<file path="src/rtl/ov5640_sccb_init_seq.sv">
// OV5640 bring-up: walks a {addr16,data8} init table, one SCCB write per entry.
// Define OV5640_SEQ_ACK_CHECK_EN to abort the sequence on a NACKed ack slot.
module ov5640_sccb_init_seq #(
  parameter int unsigned DATA_WIDTH = 24,
  parameter int unsigned ADDR_WIDTH = 8,
  parameter int unsigned INIT_LEN   = 252,
  parameter logic [7:0]  DEVICE_ID  = 8'h78,
  parameter int unsigned CLK_DIV    = 125,
  parameter logic [19:0] PWR_DELAY  = 20'd240000,
  parameter logic [19:0] RST_DELAY  = 20'd120000
) (
  input  logic                  clk,
  input  logic                  rst_n,
  input  logic                  start,
  output logic [ADDR_WIDTH-1:0] rom_addr,
  input  logic [DATA_WIDTH-1:0] rom_q,
  output logic                  sccb_scl,
  output logic                  sccb_sda_oe,
  input  logic                  sccb_sda_i,
  output logic                  busy,
  output logic                  done,
  output logic                  error,
  output logic [ADDR_WIDTH-1:0] err_index
);

  localparam int QW = (CLK_DIV > 1) ? $clog2(CLK_DIV) : 1;
  localparam logic [QW-1:0] QLAST = QW'(CLK_DIV - 1);
  localparam logic [19:0] GAP_LAST = 20'(4 * CLK_DIV - 1);
  localparam logic [19:0] PWR_LAST = PWR_DELAY - 20'd1;
  localparam logic [19:0] RST_LAST = RST_DELAY - 20'd1;
  localparam logic [ADDR_WIDTH-1:0] IDX_LAST = ADDR_WIDTH'(INIT_LEN - 1);

  typedef enum logic [3:0] {
    S_IDLE, S_PWR, S_FETCH, S_LATCH, S_WRITE,
    S_GAP, S_RST, S_DONE, S_ERR
  } state_t;

  state_t state_q, state_d;
  logic [19:0] cnt_q, cnt_d;
  logic [QW-1:0] qdiv_q, qdiv_d;
  logic [1:0] qtr_q, qtr_d;
  logic [5:0] bit_q, bit_d;
  logic [35:0] frame_q, frame_d;
  logic [ADDR_WIDTH-1:0] idx_q, idx_d;
  logic [ADDR_WIDTH-1:0] eidx_q, eidx_d;
  logic srst_q, srst_d;
  logic nack_q, nack_d;
  logic scl_q, scl_d;
  logic oe_q, oe_d;
  logic busy_q, busy_d;
  logic done_q, done_d;
  logic err_q, err_d;
  logic q_end, data_bit, ack_slot;

  assign q_end = (qdiv_q == QLAST);
  assign data_bit = (bit_q != 6'd0) && (bit_q != 6'd37);
  assign ack_slot = (bit_q == 6'd9) || (bit_q == 6'd18) ||
                    (bit_q == 6'd27) || (bit_q == 6'd36);

  always_comb begin
    state_d = state_q;
    cnt_d   = cnt_q;
    qdiv_d  = qdiv_q;
    qtr_d   = qtr_q;
    bit_d   = bit_q;
    frame_d = frame_q;
    idx_d   = idx_q;
    eidx_d  = eidx_q;
    srst_d  = srst_q;
    nack_d  = nack_q;
    done_d  = done_q;
    err_d   = err_q;
    unique case (state_q)
      S_IDLE: begin
        if (start) begin
          state_d = S_PWR;
          cnt_d   = '0;
          idx_d   = '0;
          eidx_d  = '0;
          done_d  = 1'b0;
          err_d   = 1'b0;
        end
      end
      S_PWR: begin
        if (cnt_q == PWR_LAST) begin
          state_d = S_FETCH;
          cnt_d   = '0;
        end else begin
          cnt_d = cnt_q + 20'd1;
        end
      end
      S_FETCH: state_d = S_LATCH;
      S_LATCH: begin
        state_d = S_WRITE;
        frame_d = {DEVICE_ID, 1'b1, rom_q[23:16], 1'b1,
                   rom_q[15:8], 1'b1, rom_q[7:0], 1'b1};
        srst_d  = (rom_q[23:8] == 16'h3008) && rom_q[7];
        nack_d  = 1'b0;
        qdiv_d  = '0;
        qtr_d   = '0;
        bit_d   = '0;
      end
      S_WRITE: begin
        qdiv_d = qdiv_q + 1'b1;
`ifdef OV5640_SEQ_ACK_CHECK_EN
        if (q_end && qtr_q == 2'd1 && ack_slot && sccb_sda_i)
          nack_d = 1'b1;
`endif
        if (q_end) begin
          qdiv_d = '0;
          qtr_d  = qtr_q + 2'd1;
          if (qtr_q == 2'd3) begin
            bit_d = bit_q + 6'd1;
            if (data_bit)
              frame_d = {frame_q[34:0], 1'b1};
            if (bit_q == 6'd37) begin
              state_d = nack_q ? S_ERR : S_GAP;
              cnt_d   = '0;
            end
          end
        end
      end
      S_GAP, S_RST: begin
        if ((state_q == S_GAP && cnt_q == GAP_LAST) ||
            (state_q == S_RST && cnt_q == RST_LAST)) begin
          cnt_d = '0;
          if (state_q == S_GAP && srst_q) begin
            state_d = S_RST;
          end else if (idx_q == IDX_LAST) begin
            state_d = S_DONE;
          end else begin
            idx_d   = idx_q + 1'b1;
            state_d = S_FETCH;
          end
        end else begin
          cnt_d = cnt_q + 20'd1;
        end
      end
      S_DONE:  state_d = S_IDLE;
      S_ERR:   state_d = S_IDLE;
      default: state_d = S_IDLE;
    endcase
    if (state_d == S_DONE)
      done_d = 1'b1;
    if (state_d == S_ERR) begin
      err_d  = 1'b1;
      eidx_d = idx_q;
    end
  end

  assign busy_d = !(state_d inside {S_IDLE, S_DONE, S_ERR});

  // Bus levels per quarter; registered, so the pins trail the phase by a cycle.
  always_comb begin
    scl_d = 1'b1;
    oe_d  = 1'b0;
    if (state_q == S_WRITE) begin
      if (bit_q == 6'd0) begin
        scl_d = (qtr_q != 2'd3);
        oe_d  = (qtr_q != 2'd0);
      end else if (bit_q == 6'd37) begin
        scl_d = (qtr_q != 2'd0);
        oe_d  = (qtr_q < 2'd2);
      end else begin
        scl_d = (qtr_q == 2'd1) || (qtr_q == 2'd2);
        oe_d  = ~frame_q[35];
      end
    end
  end

  always_ff @(posedge clk or negedge rst_n) begin
    if (!rst_n) begin
      state_q <= S_IDLE;
      cnt_q   <= '0;
      qdiv_q  <= '0;
      qtr_q   <= '0;
      bit_q   <= '0;
      frame_q <= '0;
      idx_q   <= '0;
      eidx_q  <= '0;
      srst_q  <= 1'b0;
      nack_q  <= 1'b0;
      scl_q   <= 1'b1;
      oe_q    <= 1'b0;
      busy_q  <= 1'b0;
      done_q  <= 1'b0;
      err_q   <= 1'b0;
    end else begin
      state_q <= state_d;
      cnt_q   <= cnt_d;
      qdiv_q  <= qdiv_d;
      qtr_q   <= qtr_d;
      bit_q   <= bit_d;
      frame_q <= frame_d;
      idx_q   <= idx_d;
      eidx_q  <= eidx_d;
      srst_q  <= srst_d;
      nack_q  <= nack_d;
      scl_q   <= scl_d;
      oe_q    <= oe_d;
      busy_q  <= busy_d;
      done_q  <= done_d;
      err_q   <= err_d;
    end
  end

  assign rom_addr    = idx_q;
  assign sccb_scl    = scl_q;
  assign sccb_sda_oe = oe_q;
  assign busy        = busy_q;
  assign done        = done_q;

`ifdef OV5640_SEQ_ACK_CHECK_EN
  assign error     = err_q;
  assign err_index = eidx_q;
`else
  assign error     = 1'b0;
  assign err_index = '0;
  wire unused_ack = ^{sccb_sda_i, err_q, eidx_q};
`endif

endmodule

</file>
<file path="config.mk">
export PLATFORM = sky130hd
export DESIGN_NAME = ov5640_sccb_init_seq
export DESIGN_NICKNAME = d
export VERILOG_FILES = /design/src/rtl/ov5640_sccb_init_seq.sv
export SDC_FILE = /design/constraint.sdc
export NUM_CORES = 1
export LEC_CHECK = 0
export BUFFER_PORTS_ARGS = -buffer_cell sky130_fd_sc_hd__buf_2
export CAP_MARGIN = 20
export CORE_ASPECT_RATIO = 0.8
export CORE_MARGIN = 8
export CORE_UTILIZATION = 48
export DETAILED_ROUTE_END_ITERATION = 10
export PLACE_DENSITY_LB_ADDON = 0.08
export SYNTH_ARGS = -nofsm -noshare
export SYNTH_HDL_FRONTEND = slang
export SYNTH_SLANG_ARGS = --single-unit
</file>
<file path="constraint.sdc">
create_clock -name clk -period 2.85 [get_ports clk]
set_input_delay 0.1425 -clock clk [delete_from_list [all_inputs] [get_ports clk]]
set_output_delay 0.1425 -clock clk [all_outputs]
set_load 0.02 [all_outputs]
</file>
==> impl_summary.md <==
Synthesis
After Yosys synthesis, and, or, nand and nor cells account for 26.3% of the synthesized area. Yosys mapped the design onto approximately 70 distinct sky130hd cell types. After synthesis the netlist holds a flip-flop and latch count of 88. Summing every instance area after synthesis gives approximately 4700 um2.

After technology mapping, the gate count stands at 500. The combinational family with the most area after synthesis is simple AND/OR/NAND/NOR gates. After Yosys synthesis, XOR and XNOR cells account for around 3.2% of the synthesized area. The Yosys warning count is 0.

The multiplexer share of the synthesized area is less than 1%. In the synthesized netlist the dominant register cell turns out to be dfrtp_1. Summing the areas of all fa, ha and maj instances in the mapped netlist gives ~2.4% of the synthesized area. The number of flops mapped to enable cells by yosys is 0.

For this run, asynchronously set or reset flops after synthesis account for 100%. For this run, the register share of the synthesized area comes to 47.2%. Summing the areas of all compound-gate instances in the mapped netlist gives 15.0% of the synthesized area. The average instance area after synthesis is 9.34 um2.

Global route
Global routing used approximately 16% of the available tracks across all layers. The number of antenna violations at the first check in global routing is 0. The first global-routing pass estimated 17700 um of wire. The overall overflow remaining after global route is 0. Entering global routing, the biggest net connects 61 pins. The number of global-route vias before repair is approximately 3600.

Setup path
The stage delay of the slowest cell on the critical path is roughly 0.54 ns. The cell depth of the worst setup path is 7. The end point of the critical path is rom_addr[6]. The endpoint of the most critical register-to-register path is rom_addr[6]. The maximum fanout encountered on the critical timing path is 14.

Walking the worst path, the cells encountered are ha_1 > and3_4 > nand4b_4 > o32ai_4 > o211ai_2 > or4_1 > a21oi_1. The worst setup path is captured at a flop. STA puts the critical path data required time at between 3 and 4 ns. In this run the register-to-register setup slack is 0.32 ns. The largest individual stage delay along the critical path comes from the cell or4_1.

The critical path contains buffers and inverters numbering 0 combined. Tracing the worst setup path back leads to its startpoint at cnt_q[0]. In this run the critical register-to-register path is launched from cnt_q[0]. The category of the critical setup timing path is reg -> reg. The cell count of the worst reg-to-reg path is 7. The type of element launching the critical path is a flop. Data arrives at the worst endpoint at roughly 2.8 ns. Grouping stages by cell kind, the critical path spends the most delay in compound AO/OA/AOI/OAI gates.

Placed design
The congestion estimate from routability-driven global placement came to between 0.8 and 0.9. The wire-length estimate of the detail-placed layout is between 7000 and 8000 um. The number of port buffers is 38.

Floorplanning
After floorplanning, the core was divided into 32 placement rows. For this configuration, the core starts out at a cell density of 48.8%. The vertical die dimension is 104 um. The die covers about 13000 um2. The floorplan step set the die width to 126 um.

The core outline area is 9570 um2. Pin placement for this block handled between 40 and 50 I/O pins.

Power
The net switching power is 0.000602 W. Per report_power, the sequential group accounts for between 40% and 50% of the total. The internal portion of the total power is about 0.0020 W. The combinational group share of total power is 5.5%. The maximum ir drop on the vdd rail is approximately 0.4 mV.

The leakage power summed over all cells is about 2.3 nW. The share of total power consumed by net switching is 23.2%. Total power for the finished layout comes to between 0.002 and 0.003 W. For this design the ratio of total power to cell area is 493 nW/um2. The share of total power dissipated in the clock network is between 40% and 50%.

STA
Setup repair after global routing left no endpoint under its margin. The highest clock rate is 0.395 GHz. The sum of negative setup slack is 0 ns. The count of pins over their slew limit is 0.

The total count of hold-check failures in the final report is 0. At the pin with the least slew margin, the transition time is about 0.76 ns. The worst slew slack as a fraction of its limit is slightly below 50%. The shortest period the worst path allows is roughly 2.5 ns. The final clock skew is 0.00782 ns. The final number of setup-violating endpoints is 0. Dividing the final minimum period by the clock period gives between 80% and 90%.

Detailed routing
The final routed DRC violation total is 0. The routed via count is around 3700. Once detail routing completed, the nets flagged for antenna violations numbered 0. The wire length per cell after detailed routing is 15.6 um. The final layout contains routed wiring with a total length of about 10000 um. The number of design-rule violations left by the first detailed-router iteration is between 200 and 300.

The number of iterations in the first detailed-routing pass is 4. The mean number of vias per cell is ~5.6.

Clocking
The master cell of the clock root buffer is clkbuf_16. The count of clock tree sinks is between 80 and 90. The insertion delay of the later-clocked pin in the worst-skew pair is between 0.3 and 0.4 ns. The number of clock buffers inserted by TritonCTS is 9. The number of buffers between clock root and the deepest sink is 2. After clock tree synthesis, the clock-pin slew on the worst setup and hold paths is 0.07 ns. In this run, post-CTS repair resized a total of 0 instances. The total of hold buffers inserted after clock tree synthesis is 1. The H-tree depth reported by CTS is 3. TritonCTS built the clock tree.

Buffers added to address setup during post-CTS repair amount to 0.

Cells and area
In the final layout, the share of cells above drive strength 1 is approximately 16%. The number of nets in the final layout is just under 600. Fill cells in the final layout number 895. The area overhead of the layout relative to synthesis is 12.5%. The antenna diode count is 0.

Hold path
In this run the worst hold path is classified as in -> reg.

Run status
The flow ran to the end, and the final reports show no timing, DRC or antenna violations.

Flow run
The number of max-capacitance violations reported is 0.
-- area by class of cell --
type | instances | area (um2) | area share, %
multi-input cells | 379 | 2260 | 42.9
flip-flops and latches | 88 | 2200 | 41.9
repair buffers | 51 | 309 | 5.88
clock buffers | 9 | 225 | 4.28
well taps | 119 | 149 | 2.83
clock inverters | 7 | 71.3 | 1.36
inverters | 11 | 41.3 | 0.786
-- registers in the layout (all words and copies together) (netlist names) --
name / cells
cnt_q: 20
done: 1
sccb_scl: 1
frame_q: 36
rom_addr: 8
qdiv_q: 7
busy: 1
sccb_sda_oe: 1
srst_q: 1
state_q: 4
qtr_q: 2
bit_q: 6
-- metal layers --
| metal | vias up | routed length [um] | GRT usage [%] |
|---|---|---|---|
| met5 | - | 0 | 0 |
| met4 | 0 | 106 | 4.63 |
| met3 | 11 | 500 | 4.20 |
| met2 | 96 | 4320 | 23.0 |
| met1 | 1787 | 5450 | 23.8 |
| li1 | 1850 | - | - |
-- power by group through the flow --
stage	registers, W	clock network [W]	logic (W)
finish	0.00128	0.00117	0.000143
global route	0.00128	0.00124	0.000160
CTS	0.00128	0.00120	0.000144
detailed placement	0.00130	0	0.000142
global placement	0.00130	0	0.000138
floorplan	0.00130	0	0.0000861
-- kinds of logic after synthesis --
kind of cell | after synthesis
AO/OA/AOI/OAI | 102
XOR/XNOR | 17
adder cells (fa/ha/maj) | 9
buffers and inverters | 42
flip-flops | 88
multiplexers | 3
other | 1
AND/OR/NAND/NOR | 238
-- metrics by stage --
stage / cells / instance area [um2] / util [%] / setup slack, ns / hold WS, ns
2_1_floorplan: 509 / 4700 / - / 0.713 / -0.153
3_3_place_gp: 646 / 4940 / 51.6 / 0.298 / 0.267
3_5_place_dp: 647 / 4950 / 51.7 / 0.340 / 0.266
4_1_cts: 664 / 5260 / 54.9 / 0.326 / 0.0472
5_1_grt: 664 / 5260 / 54.9 / 0.0875 / 0.0572
6_report: 664 / 5260 / 54.9 / 0.316 / 0.0618
-- layout by cell type (no fill, tap or decap), types with 6 or more instances in the layout --
cell type  instances
xor2_1            17
nand2_1           75
nor3_1            11
o31ai_1            7
and2_1             6
nand3_1           22
buf_2             37
or3_1              6
clkbuf_16          9
a31oi_1           28
o21ai_0           24
nor2_1            59
dfrtp_1           87
and3_1            10
conb_1            10
buf_4             11
ha_1               9
nand4_1           14
a21oi_1           14
inv_1             11
-- Yosys cell counts (4+ instances only) --
library cell  count  area, um2
clkbuf_1          9       33.8
and2_1            6       37.5
xor2_1           17        149
a31oi_1          28        175
a22o_1            4       35.0
nor2_1           59        221
nor4b_1           4       35.0
o21ai_0          24        120
buf_2             6       30.0
nand2_1          75        282
and4_1            4       35.0
nor3_1           11       55.1
or3_1             6       37.5
and3_1           10       62.6
inv_1            11       41.3
o22a_1            5       43.8
dfrtp_1          87       2180
nand3_1          22        110
buf_6             5       56.3
ha_1              9        113
o31ai_1           7       52.6
buf_4            11       82.6
a21oi_1          14       70.1
nand4_1          14       87.6
-- how the worst min path moves through the flow --
stage                             end  cells after the start      from
after floorplan              bit_q[0]                      0     rst_n
after global placement    rom_addr[5]                      1     rst_n
after detailed placement  rom_addr[5]                      1     rst_n
after CTS                  frame_q[1]                      3  rom_q[0]
after global routing       frame_q[1]                      3  rom_q[0]
final                      frame_q[1]                      3  rom_q[0]
-- tightest hold or removal path: stages --
cell,delay [ns]
buf_2,0.10
nand2_1,0.04
a31oi_1,0.07
Power figures use the tool's default switching activity.
